File: src/rtl/pipe_ctrl_sequencer_pkg.sv
// Shared pipeline-control definitions: FSM state encodings, 5-bit RV32I opcode fields
// and the register-usage decode helpers for the stall/flush sequencer.
package pipe_ctrl_sequencer_pkg;

  typedef enum logic [1:0] {
    ST_RUN      = 2'd0,
    ST_MEM_WAIT = 2'd1,
    ST_FLUSH    = 2'd2
  } pipe_state_e;

  localparam logic [4:0] OPC_LOAD_5      = 5'b00000;
  localparam logic [4:0] OPC_STORE_5     = 5'b01000;
  localparam logic [4:0] OPC_BRANCH_5    = 5'b11000;
  localparam logic [4:0] OPC_LUI_5       = 5'b01101;
  localparam logic [4:0] OPC_AUIPC_5     = 5'b00101;
  localparam logic [4:0] OPC_JAL_5       = 5'b11011;
  localparam logic [4:0] OPC_ARI_RTYPE_5 = 5'b01100;

  function automatic logic uses_rs1(input logic [4:0] opc);
    return !(opc == OPC_LUI_5 || opc == OPC_AUIPC_5 || opc == OPC_JAL_5);
  endfunction

  function automatic logic uses_rs2(input logic [4:0] opc);
    return (opc == OPC_BRANCH_5 || opc == OPC_STORE_5 || opc == OPC_ARI_RTYPE_5);
  endfunction

endpackage

File: src/rtl/pipe_ctrl_sequencer_if.sv
// Bundle between the core datapath (master) and the stall/flush sequencer (slave).
interface pipe_ctrl_sequencer_if #(
  parameter int CNT_W = 32
);
  logic [31:0]      d_instr;
  logic [31:0]      x_instr;
  logic             x_redirect;
  logic             mem_busy;
  logic             cnt_clr;
  logic             stall_f;
  logic             stall_d;
  logic             bubble_x;
  logic             freeze_x;
  logic             flush_d;
  logic             redirect_valid;
  logic [1:0]       state;
  logic [CNT_W-1:0] stall_cycles;
  logic [CNT_W-1:0] flush_count;

  modport slave (
    input  d_instr, x_instr, x_redirect, mem_busy, cnt_clr,
    output stall_f, stall_d, bubble_x, freeze_x, flush_d, redirect_valid,
           state, stall_cycles, flush_count
  );

  modport master (
    output d_instr, x_instr, x_redirect, mem_busy, cnt_clr,
    input  stall_f, stall_d, bubble_x, freeze_x, flush_d, redirect_valid,
           state, stall_cycles, flush_count
  );
endinterface

File: src/rtl/pipe_ctrl_sequencer_sat_counter.sv
// Saturating up-counter with synchronous clear taking priority over increment.
module sat_counter #(
  parameter int W = 32
) (
  input  logic         clk,
  input  logic         rst,
  input  logic         clr,
  input  logic         inc,
  output logic [W-1:0] q
);
  logic [W-1:0] r_q;

  always_ff @(posedge clk or posedge rst) begin
    if (rst) begin
      r_q <= '0;
    end else if (clr) begin
      r_q <= '0;
    end else if (inc && (r_q != '1)) begin
      r_q <= r_q + 1'b1;
    end
  end

  assign q = r_q;
endmodule

File: src/rtl/pipe_ctrl_sequencer.sv
// Stall/flush sequencer for the 3-stage core: arbitrates memory waits, redirects and
// load-use hazards into freeze/bubble/kill controls and keeps stall/flush counters.
module pipe_ctrl_sequencer
  import pipe_ctrl_sequencer_pkg::*;
#(
  parameter int REDIRECT_CYCLES = 2,
  parameter int CNT_W           = 32
) (
  input  logic                  clk,
  input  logic                  rst,
  pipe_ctrl_sequencer_if.slave  bus
);
  localparam logic [2:0] FLUSH_LOAD = 3'(REDIRECT_CYCLES - 1);

  pipe_state_e r_state;
  pipe_state_e r_saved;
  logic [2:0]  r_fcnt;

  pipe_state_e w_resume;
  pipe_state_e w_next_state;
  pipe_state_e w_next_saved;
  logic [2:0]  w_next_fcnt;
  logic        w_load_use;
  logic        w_stall_f;
  logic        w_stall_d;
  logic        w_bubble_x;
  logic        w_freeze_x;
  logic        w_flush_d;
  logic        w_redirect;
  logic        w_flush_inc;
  logic [4:0]  w_x_rd;
  logic [4:0]  w_d_opc;

  // A finished memory wait resumes whatever was interrupted, with no dead cycle.
  always_comb begin
    case (r_state)
      ST_MEM_WAIT: w_resume = r_saved;
      ST_FLUSH:    w_resume = ST_FLUSH;
      default:     w_resume = ST_RUN;
    endcase
  end

  assign w_x_rd     = bus.x_instr[11:7];
  assign w_d_opc    = bus.d_instr[6:2];
  assign w_load_use = (bus.x_instr[6:2] == OPC_LOAD_5) && (w_x_rd != 5'd0) &&
                      ((uses_rs1(w_d_opc) && (bus.d_instr[19:15] == w_x_rd)) ||
                       (uses_rs2(w_d_opc) && (bus.d_instr[24:20] == w_x_rd)));

  always_comb begin
    w_stall_f    = 1'b0;
    w_stall_d    = 1'b0;
    w_bubble_x   = 1'b0;
    w_freeze_x   = 1'b0;
    w_flush_d    = 1'b0;
    w_redirect   = 1'b0;
    w_flush_inc  = 1'b0;
    w_next_state = w_resume;
    w_next_saved = r_saved;
    w_next_fcnt  = r_fcnt;
    if (bus.mem_busy) begin
      w_stall_f    = 1'b1;
      w_stall_d    = 1'b1;
      w_freeze_x   = 1'b1;
      w_next_state = ST_MEM_WAIT;
      w_next_saved = w_resume;
    end else if (w_resume == ST_FLUSH) begin
      // Redirects are ignored here: X only holds killed NOPs during the window.
      w_flush_d = 1'b1;
      if (r_fcnt <= 3'd1) begin
        w_next_fcnt  = 3'd0;
        w_next_state = ST_RUN;
      end else begin
        w_next_fcnt  = r_fcnt - 3'd1;
        w_next_state = ST_FLUSH;
      end
    end else if (bus.x_redirect) begin
      w_redirect   = 1'b1;
      w_flush_d    = 1'b1;
      w_flush_inc  = 1'b1;
      w_next_fcnt  = FLUSH_LOAD;
      w_next_state = (FLUSH_LOAD == 3'd0) ? ST_RUN : ST_FLUSH;
    end else if (w_load_use) begin
      w_stall_f  = 1'b1;
      w_stall_d  = 1'b1;
      w_bubble_x = 1'b1;
    end
  end

  always_ff @(posedge clk or posedge rst) begin
    if (rst) begin
      r_state <= ST_RUN;
      r_saved <= ST_RUN;
      r_fcnt  <= 3'd0;
    end else begin
      r_state <= w_next_state;
      r_saved <= w_next_saved;
      r_fcnt  <= w_next_fcnt;
    end
  end

  assign bus.stall_f        = w_stall_f;
  assign bus.stall_d        = w_stall_d;
  assign bus.bubble_x       = w_bubble_x;
  assign bus.freeze_x       = w_freeze_x;
  assign bus.flush_d        = w_flush_d;
  assign bus.redirect_valid = w_redirect;
  assign bus.state          = r_state;

  sat_counter #(.W(CNT_W)) u_stall_cnt (
    .clk (clk),
    .rst (rst),
    .clr (bus.cnt_clr),
    .inc (w_stall_f),
    .q   (bus.stall_cycles)
  );

  sat_counter #(.W(CNT_W)) u_flush_cnt (
    .clk (clk),
    .rst (rst),
    .clr (bus.cnt_clr),
    .inc (w_flush_inc),
    .q   (bus.flush_count)
  );
endmodule
File: src/flat_wrapper.sv
// flat-port wrapper written by rule: the top's interface ports become plain ports
module pipe_ctrl_sequencer_flat import pipe_ctrl_sequencer_pkg::*;
#(
  parameter int REDIRECT_CYCLES = 2,
  parameter int CNT_W           = 32
)
  (clk, rst, bus_d_instr, bus_x_instr, bus_x_redirect, bus_mem_busy, bus_cnt_clr, bus_stall_f, bus_stall_d, bus_bubble_x, bus_freeze_x, bus_flush_d, bus_redirect_valid, bus_state, bus_stall_cycles, bus_flush_count);
  pipe_ctrl_sequencer_if #(.CNT_W(CNT_W)) bus_i ();
  input  logic clk;
  input  logic rst;
  input wire logic [$bits(bus_i.d_instr)-1:0] bus_d_instr;
  input wire logic [$bits(bus_i.x_instr)-1:0] bus_x_instr;
  input wire logic [$bits(bus_i.x_redirect)-1:0] bus_x_redirect;
  input wire logic [$bits(bus_i.mem_busy)-1:0] bus_mem_busy;
  input wire logic [$bits(bus_i.cnt_clr)-1:0] bus_cnt_clr;
  output wire logic [$bits(bus_i.stall_f)-1:0] bus_stall_f;
  output wire logic [$bits(bus_i.stall_d)-1:0] bus_stall_d;
  output wire logic [$bits(bus_i.bubble_x)-1:0] bus_bubble_x;
  output wire logic [$bits(bus_i.freeze_x)-1:0] bus_freeze_x;
  output wire logic [$bits(bus_i.flush_d)-1:0] bus_flush_d;
  output wire logic [$bits(bus_i.redirect_valid)-1:0] bus_redirect_valid;
  output wire logic [$bits(bus_i.state)-1:0] bus_state;
  output wire logic [$bits(bus_i.stall_cycles)-1:0] bus_stall_cycles;
  output wire logic [$bits(bus_i.flush_count)-1:0] bus_flush_count;
  assign bus_i.d_instr = bus_d_instr;
  assign bus_i.x_instr = bus_x_instr;
  assign bus_i.x_redirect = bus_x_redirect;
  assign bus_i.mem_busy = bus_mem_busy;
  assign bus_i.cnt_clr = bus_cnt_clr;
  assign bus_stall_f = bus_i.stall_f;
  assign bus_stall_d = bus_i.stall_d;
  assign bus_bubble_x = bus_i.bubble_x;
  assign bus_freeze_x = bus_i.freeze_x;
  assign bus_flush_d = bus_i.flush_d;
  assign bus_redirect_valid = bus_i.redirect_valid;
  assign bus_state = bus_i.state;
  assign bus_stall_cycles = bus_i.stall_cycles;
  assign bus_flush_count = bus_i.flush_count;
  pipe_ctrl_sequencer #(.REDIRECT_CYCLES(REDIRECT_CYCLES), .CNT_W(CNT_W)) u_core (.clk(clk), .rst(rst), .bus(bus_i));
endmodule
File: config.mk
export PLATFORM = sky130hd
export DESIGN_NAME = pipe_ctrl_sequencer_flat
export DESIGN_NICKNAME = d
export VERILOG_FILES = /design/src/rtl/pipe_ctrl_sequencer_pkg.sv /design/src/rtl/pipe_ctrl_sequencer_if.sv /design/src/rtl/pipe_ctrl_sequencer_sat_counter.sv /design/src/rtl/pipe_ctrl_sequencer.sv /design/src/flat_wrapper.sv
export SDC_FILE = /design/constraint.sdc
export NUM_CORES = 1
export LEC_CHECK = 0
export ABC_AREA = 1
export BUFFER_PORTS_ARGS = -buffer_cell sky130_fd_sc_hd__buf_2
export CELL_PAD_IN_SITES_DETAIL_PLACEMENT = 2
export CELL_PAD_IN_SITES_GLOBAL_PLACEMENT = 2
export CORE_AREA = 4 4 137 139
export CTS_CLUSTER_DIAMETER = 60
export DETAILED_ROUTE_END_ITERATION = 8
export DIE_AREA = 0 0 141 143
export PLACE_DENSITY = 0.83
export SETUP_SLACK_MARGIN = 0.05
export SLEW_MARGIN = 20
export SYNTH_ARGS = -nofsm -noshare
export SYNTH_HDL_FRONTEND = slang
export SYNTH_SLANG_ARGS = --single-unit
File: constraint.sdc
create_clock -name clk -period 3.2 [get_ports clk]
set_input_delay 0.48 -clock clk [delete_from_list [all_inputs] [get_ports clk]]
set_output_delay 0.48 -clock clk [all_outputs]
set_load 0.02 [all_outputs]
# Yosys cells after proc, flatten, opt, wreduce, memory -nomap -nowiden
# Cells that the tools add are included.
# Widths: inputs -> output; s select.
[classes]
addsub = 3
order_cmp = 1
n_eq_ne = 13
muxes = 23
bitwise = 1
reduce_logical = 18
[op_table]
columns = ["op", "n"]
rows = [
  ["$mux 32", 4],
  ["$add 32x1->32 const B", 2],
  ["$ne 32x32->1 const B", 2],
  ["$eq 5x4->1 const B", 3],
  ["$mux 1", 11],
  ["$eq 5x5->1", 2],
  ["$eq 5x5->1 const B", 2],
  ["$mux 3", 3],
  ["$mux 2", 4],
  ["$logic_and 1x1->1", 6],
  ["$reduce_bool 2->1", 3],
  ["$eq 5x3->1 const B", 1],
  ["$logic_not 5->1", 1],
  ["$logic_or 1x1->1", 5],
  ["$reduce_bool 5->1", 1],
  ["$eq 2x2->1 const B", 2],
  ["$pmux 2 s2", 1],
  ["$le 3x1->1 const B", 1],
  ["$sub 3x1->3 const B", 1],
  ["$eq 2x1->1 const B", 1],
  ["$reduce_and 2->1", 1],
  ["$logic_not 1->1", 1],
  ["$not 1->1", 1],
]
[word_totals]
regBits = 71
inputBits = 69
output_inout_bits = 72

# Logic depth before layout (Yosys ltp)
[logic_depth]
depth_word = 14
mapped_depth = 13
mapped_depth_nobuf = 12

# Cells and area by module
# A second synthesis with hierarchy kept.
[hier_totals]
hier_cells = 829
hier_area_um2 = 5262.5
[modules_own_cells]
columns = ["module", "instances", "cells_each", "area_per_inst_um2", "seq_area_each_um2"]
rows = [
  ["sat_counter", 2, 360, 2274.7, 800.8],
  ["pipe_ctrl_sequencer", 1, 109, 713.2, 175.2],
]

# Worst setup path before layout
# No wires, ideal clock.
[synth_timing]
path_type = "register to output"
from = "reg u_core.r_state[0] (netlist: u_core.bus.state[0])"
to = "out bus_stall_f"
arrival_time_ns = 1.802
setup_slack_ns = 0.918
stages_incl_launch_ff = 11
path_buffers = 2
path_cell_list = "dfrtp_1 -> inv_1 -> ha_1 -> a21oi_1 -> nand2_1 -> nand2_1 -> nor2_1 -> nand2_1 -> nand2_1 -> buf_2 -> buf_4"
[synth_via]
elab_chain_len = 5
elab_cells_between_ends = 6
[synth_lines]
columns = ["element", "line", "rtl"]
rows = [
  ["start: declaration", "pipe_ctrl_sequencer.sv:15", "pipe_state_e r_state;"],
  ["start signal: assignment", "pipe_ctrl_sequencer.sv:95", "r_state <= w_next_state;"],
  ["$eq 2x2->1 or $eq 2x1->1 (tied branches)", "pipe_ctrl_sequencer.sv:36", "case (r_state)"],
  ["$pmux 2 s2 *", "pipe_ctrl_sequencer.sv:36", ""],
  ["$eq 2x2->1 *", "pipe_ctrl_sequencer.sv:66", "end else if (w_resume == ST_FLUSH) begin"],
  ["$mux 1 * (2 in series)", "-", ""],
  ["end: declaration", "flat_wrapper.sv:16", "output wire logic [$bits(bus_i.stall_f)-1:0] bus_stall_f;"],
]
# Mark *: on every way between the ends. The rest lies on a longest branch, timed or not.

# Final worst setup path
[layout_timing]
from = "reg u_core.r_state[0] (netlist: u_core.bus.state[0])"
to = "out bus_stall_f"
[layout_via]
elab_chain_len = 5
elab_cells_between_ends = 6
[layout_lines]
columns = ["element", "line", "rtl"]
rows = [
  ["$eq 2x2->1 or $eq 2x1->1 (tied branches)", "pipe_ctrl_sequencer.sv:36", ""],
  ["$pmux 2 s2 *", "pipe_ctrl_sequencer.sv:36", ""],
  ["$eq 2x2->1 *", "pipe_ctrl_sequencer.sv:66", ""],
  ["$mux 1 *", "pipe_ctrl_sequencer.sv:66", ""],
  ["$mux 1 *", "pipe_ctrl_sequencer.sv:60", "if (bus.mem_busy) begin"],
]
# Marks and branches as above.

==> results.py <==
metrics = {
    "finish": {
        "final_cells": 1140,
        "drive_above_1_share_pct": 16.03,
        "fin_area_mm2": 0.006265,
        "fin_nets": 981,
        "syn2layout_area_growth_pct": 19.99,
        "diodes": 0,
        "fin_util_pct": 35.48,
    },
    "critical_path": {
        "worstPathRequired_ps": 2720,
        "r2r-start": "u_core.u_flush_cnt.q[1]",
        "path_max_fanout": 10,
        "critPathKind": "reg -> out",
        "cp_num_buf_inv": 2,
        "crit_path_frequent_cell": "nand2_1",
        "path_cells": "inv_1 > ha_1 > a21oi_1 > nand2_1 > nand2_1 > nor2_1 > nand2_1 > nand2_1 > buf_2",
        "slowest_stage": "dfrtp_1",
        "crit_arrival_ps": 2260,
        "slowest_delay_ps": 380,
        "end_kind": "output port",
        "cp-start-kind": "flip-flop",
        "r2r_end": "u_core.u_flush_cnt.q[15]",
        "path_delay_family": "simple AND/OR/NAND/NOR gates",
        "r2r_slack_ps": 780,
        "reg2regPathDepth": 9,
    },
    "synthesis": {
        "async_flop_share_pct": 100.0,
        "synth_nets": 886,
        "synth.distinct_cells": 32,
        "ys.flop_type": "dfrtp_1",
        "syn-cell-area_mm2": 0.005221,
        "synth_edf_count": 0,
        "syn_inst": 811,
        "syn_area_per_cell_um2": 6.438,
        "ys_ff_latch": 71,
        "yosysWarnings": 0,
        "yosysSeqAreaShare_pct": 34.03,
    },
    "cts": {
        "root_buffer": "clkbuf_16",
        "cts_tree": "done",
        "cts_max_path_buffers": 2,
        "clk_pin_slew_ps": 60,
        "hold_buffers": 0,
        "cts_max_level": 3,
        "numClockSinks": 71,
        "postCtsResizedCells": 0,
        "post-cts-setup-buffers": 0,
        "cts_made_buffers": 9,
        "clkLatencyLatePin_ps": 350,
    },
    "route": {
        "drc": 0,
        "vias": 5815,
        "drt_first_pass_iters": 4,
        "drt_wl_total_um": 20220,
        "drt_iter0_markers": 192,
        "ant_nets": 0,
        "via_per_inst": 5.101,
        "detail_route.wl_per_cell_um": 17.74,
    },
    "timing": {
        "maxSlewViolCount": 0,
        "finalSetupTns_ps": 0,
        "post-route-min-period_ps": 2736,
        "period_share_pct": 85.51,
        "setup_viol": 0,
        "rsz0062_at_grt": "false",
        "final_hold_viol_count": 0,
        "tightest_slew_ps": 610.6,
        "fin_skew_ps": 10.31,
        "slew_headroom_pct": 58.98,
        "max_freq_mhz": 365.4,
    },
    "die": {
        "rows": 49,
        "dieWidth_um": 141,
        "die_h_um": 143,
        "die_area_mm2": 0.02016,
        "initial_core_util_pct": 29.57,
        "ioPinCount": 141,
        "design.core.area_mm2": 0.01766,
    },
    "grt": {
        "grt_pass1_wl_um": 33350,
        "grt_usage_pct": 20.76,
        "grt_antenna_before_repair": 0,
        "grt_max_degree": 72,
        "first_global_vias": 6330,
        "overflow": 0,
    },
    "outcome": {
        "status": "completed",
    },
    "power": {
        "leakagePower_nw": 3.221,
        "ir_drop_mv": 0.2277,
        "total_power_mw": 2.213,
        "p_per_area_mw_per_mm2": 353.3,
    },
    "min_path": {
        "min-delay-path-class": "in -> async",
    },
    "placed_design": {
        "place.gp.congestion": 0.8582,
        "placed_cell_area_mm2": 0.005954,
        "dpl.cell_count": 1124,
        "io_buffers": 101,
        "dpl.hpwl_um": 15050,
    },
    "job": {
        "maxCapViolations": 0,
    },
}
## kinds of logic after synthesis
logic type	after synthesis	share of synthesized area [%]
buf+inv	134	10.62
simple gates	525	44.00
xor+xnor	25	4.194
flops	71	34.03
fa+ha+maj	6	1.438
compound gates	50	5.727
## where the power goes
part | switching, mW | leakage, nW | internal [mW]
Combinational | 0.149 | 2.08 | 0.0611
Sequential | 0.0119 | 0.983 | 0.910
Clock | 0.414 | 0.156 | 0.666
## how the worst max path moves through the flow
stage                                    from                        to  slack, ps  depth (start not counted)
after floorplan                           rst       u_core.bus.state[0]        920                          1
after global placement    u_core.bus.state[0]               bus_stall_f        820                          9
after detailed placement  u_core.bus.state[0]  u_core.u_stall_cnt.q[17]        750                         11
after CTS                 u_core.bus.state[0]               bus_stall_f        410                          9
after global routing      u_core.bus.state[0]               bus_stall_f        270                          9
final                     u_core.bus.state[0]               bus_stall_f        460                          9
## registers in the layout, summed over array words and instances, names as in the netlist
| name | cells |
|---|---|
| u_core.bus.state | 2 |
| u_core.r_saved | 2 |
| u_core.u_stall_cnt.q | 32 |
| u_core.u_flush_cnt.q | 32 |
| u_core.r_fcnt | 3 |
## cell usage in the layout, fill, tap and decap left out, types with 2 or more instances in the layout
cell type and instances:
clkinv_2 3, buf_12 2, nor3_4 2, buf_4 6
nand4_1 47, dfrtp_1 71, clkbuf_8 3, nor2_4 2
clkbuf_16 9, xnor2_1 11, inv_1 105, inv_2 3
a21o_1 2, o21ai_0 30, ha_1 6, nand3_1 81
nand2_2 2, nor3b_1 2, nor2_1 108, o21ai_2 8
nor3_1 20, buf_2 101, nand2_1 257, a21oi_1 5
xor2_1 14
## stage by stage
stage               hold WS, ps  worst slack [ps]
detailed placement        482.6             753.3
finish                    193.5             463.6
global route              243.5             271.5
global placement          458.3             817.1
floorplan                 442.2             918.1
CTS                       238.1             414.5
## cells in the mapped netlist (4+ instances only)
library cell	count	area share, %
a21oi_1	5	0.48
nor3_1	20	1.9
inv_1	107	7.7
clkbuf_1	12	0.86
nand3_1	81	7.8
xor2_1	14	2.3
nor2_1	108	7.8
nand2_1	257	18
o21ai_2	8	1.3
xnor2_1	11	1.8
buf_4	4	0.58
buf_2	5	0.48
o21ai_0	30	2.9
dfrtp_1	71	34
nand4_1	47	5.6
buf_6	4	0.86
ha_1	6	1.4
## worst register-to-register path, cell delays in order (launching register included)
cell	delay, ps
dfrtp_1	410
ha_1	270
inv_1	130
nor3_4	200
nand2_2	150
nor2_4	140
a21oi_2	90
nor2_4	320
inv_2	300
o21ai_0	310
## cell type report
class                           instances  area (um2)
Sequential cell                        71        1777
Clock buffer                           13       270.3
Fill cell                            2203       11390
Inverter                              109       410.4
Multi-Input combinational cell        606        2890
Timing Repair Buffer                  109       590.6
Tap cell                              229       286.5
Clock inverter                          3       40.04
## metal layers
layer,vias up,share of wire (%),GRT usage (%)
met5,-,0,0
met4,0,2.1,6.629
met3,34,3.4,3.248
met2,110,51,37.27
met1,2890,44,25.55
li1,2781,-,-
Note: power is estimated with default switching activity, not from simulation.
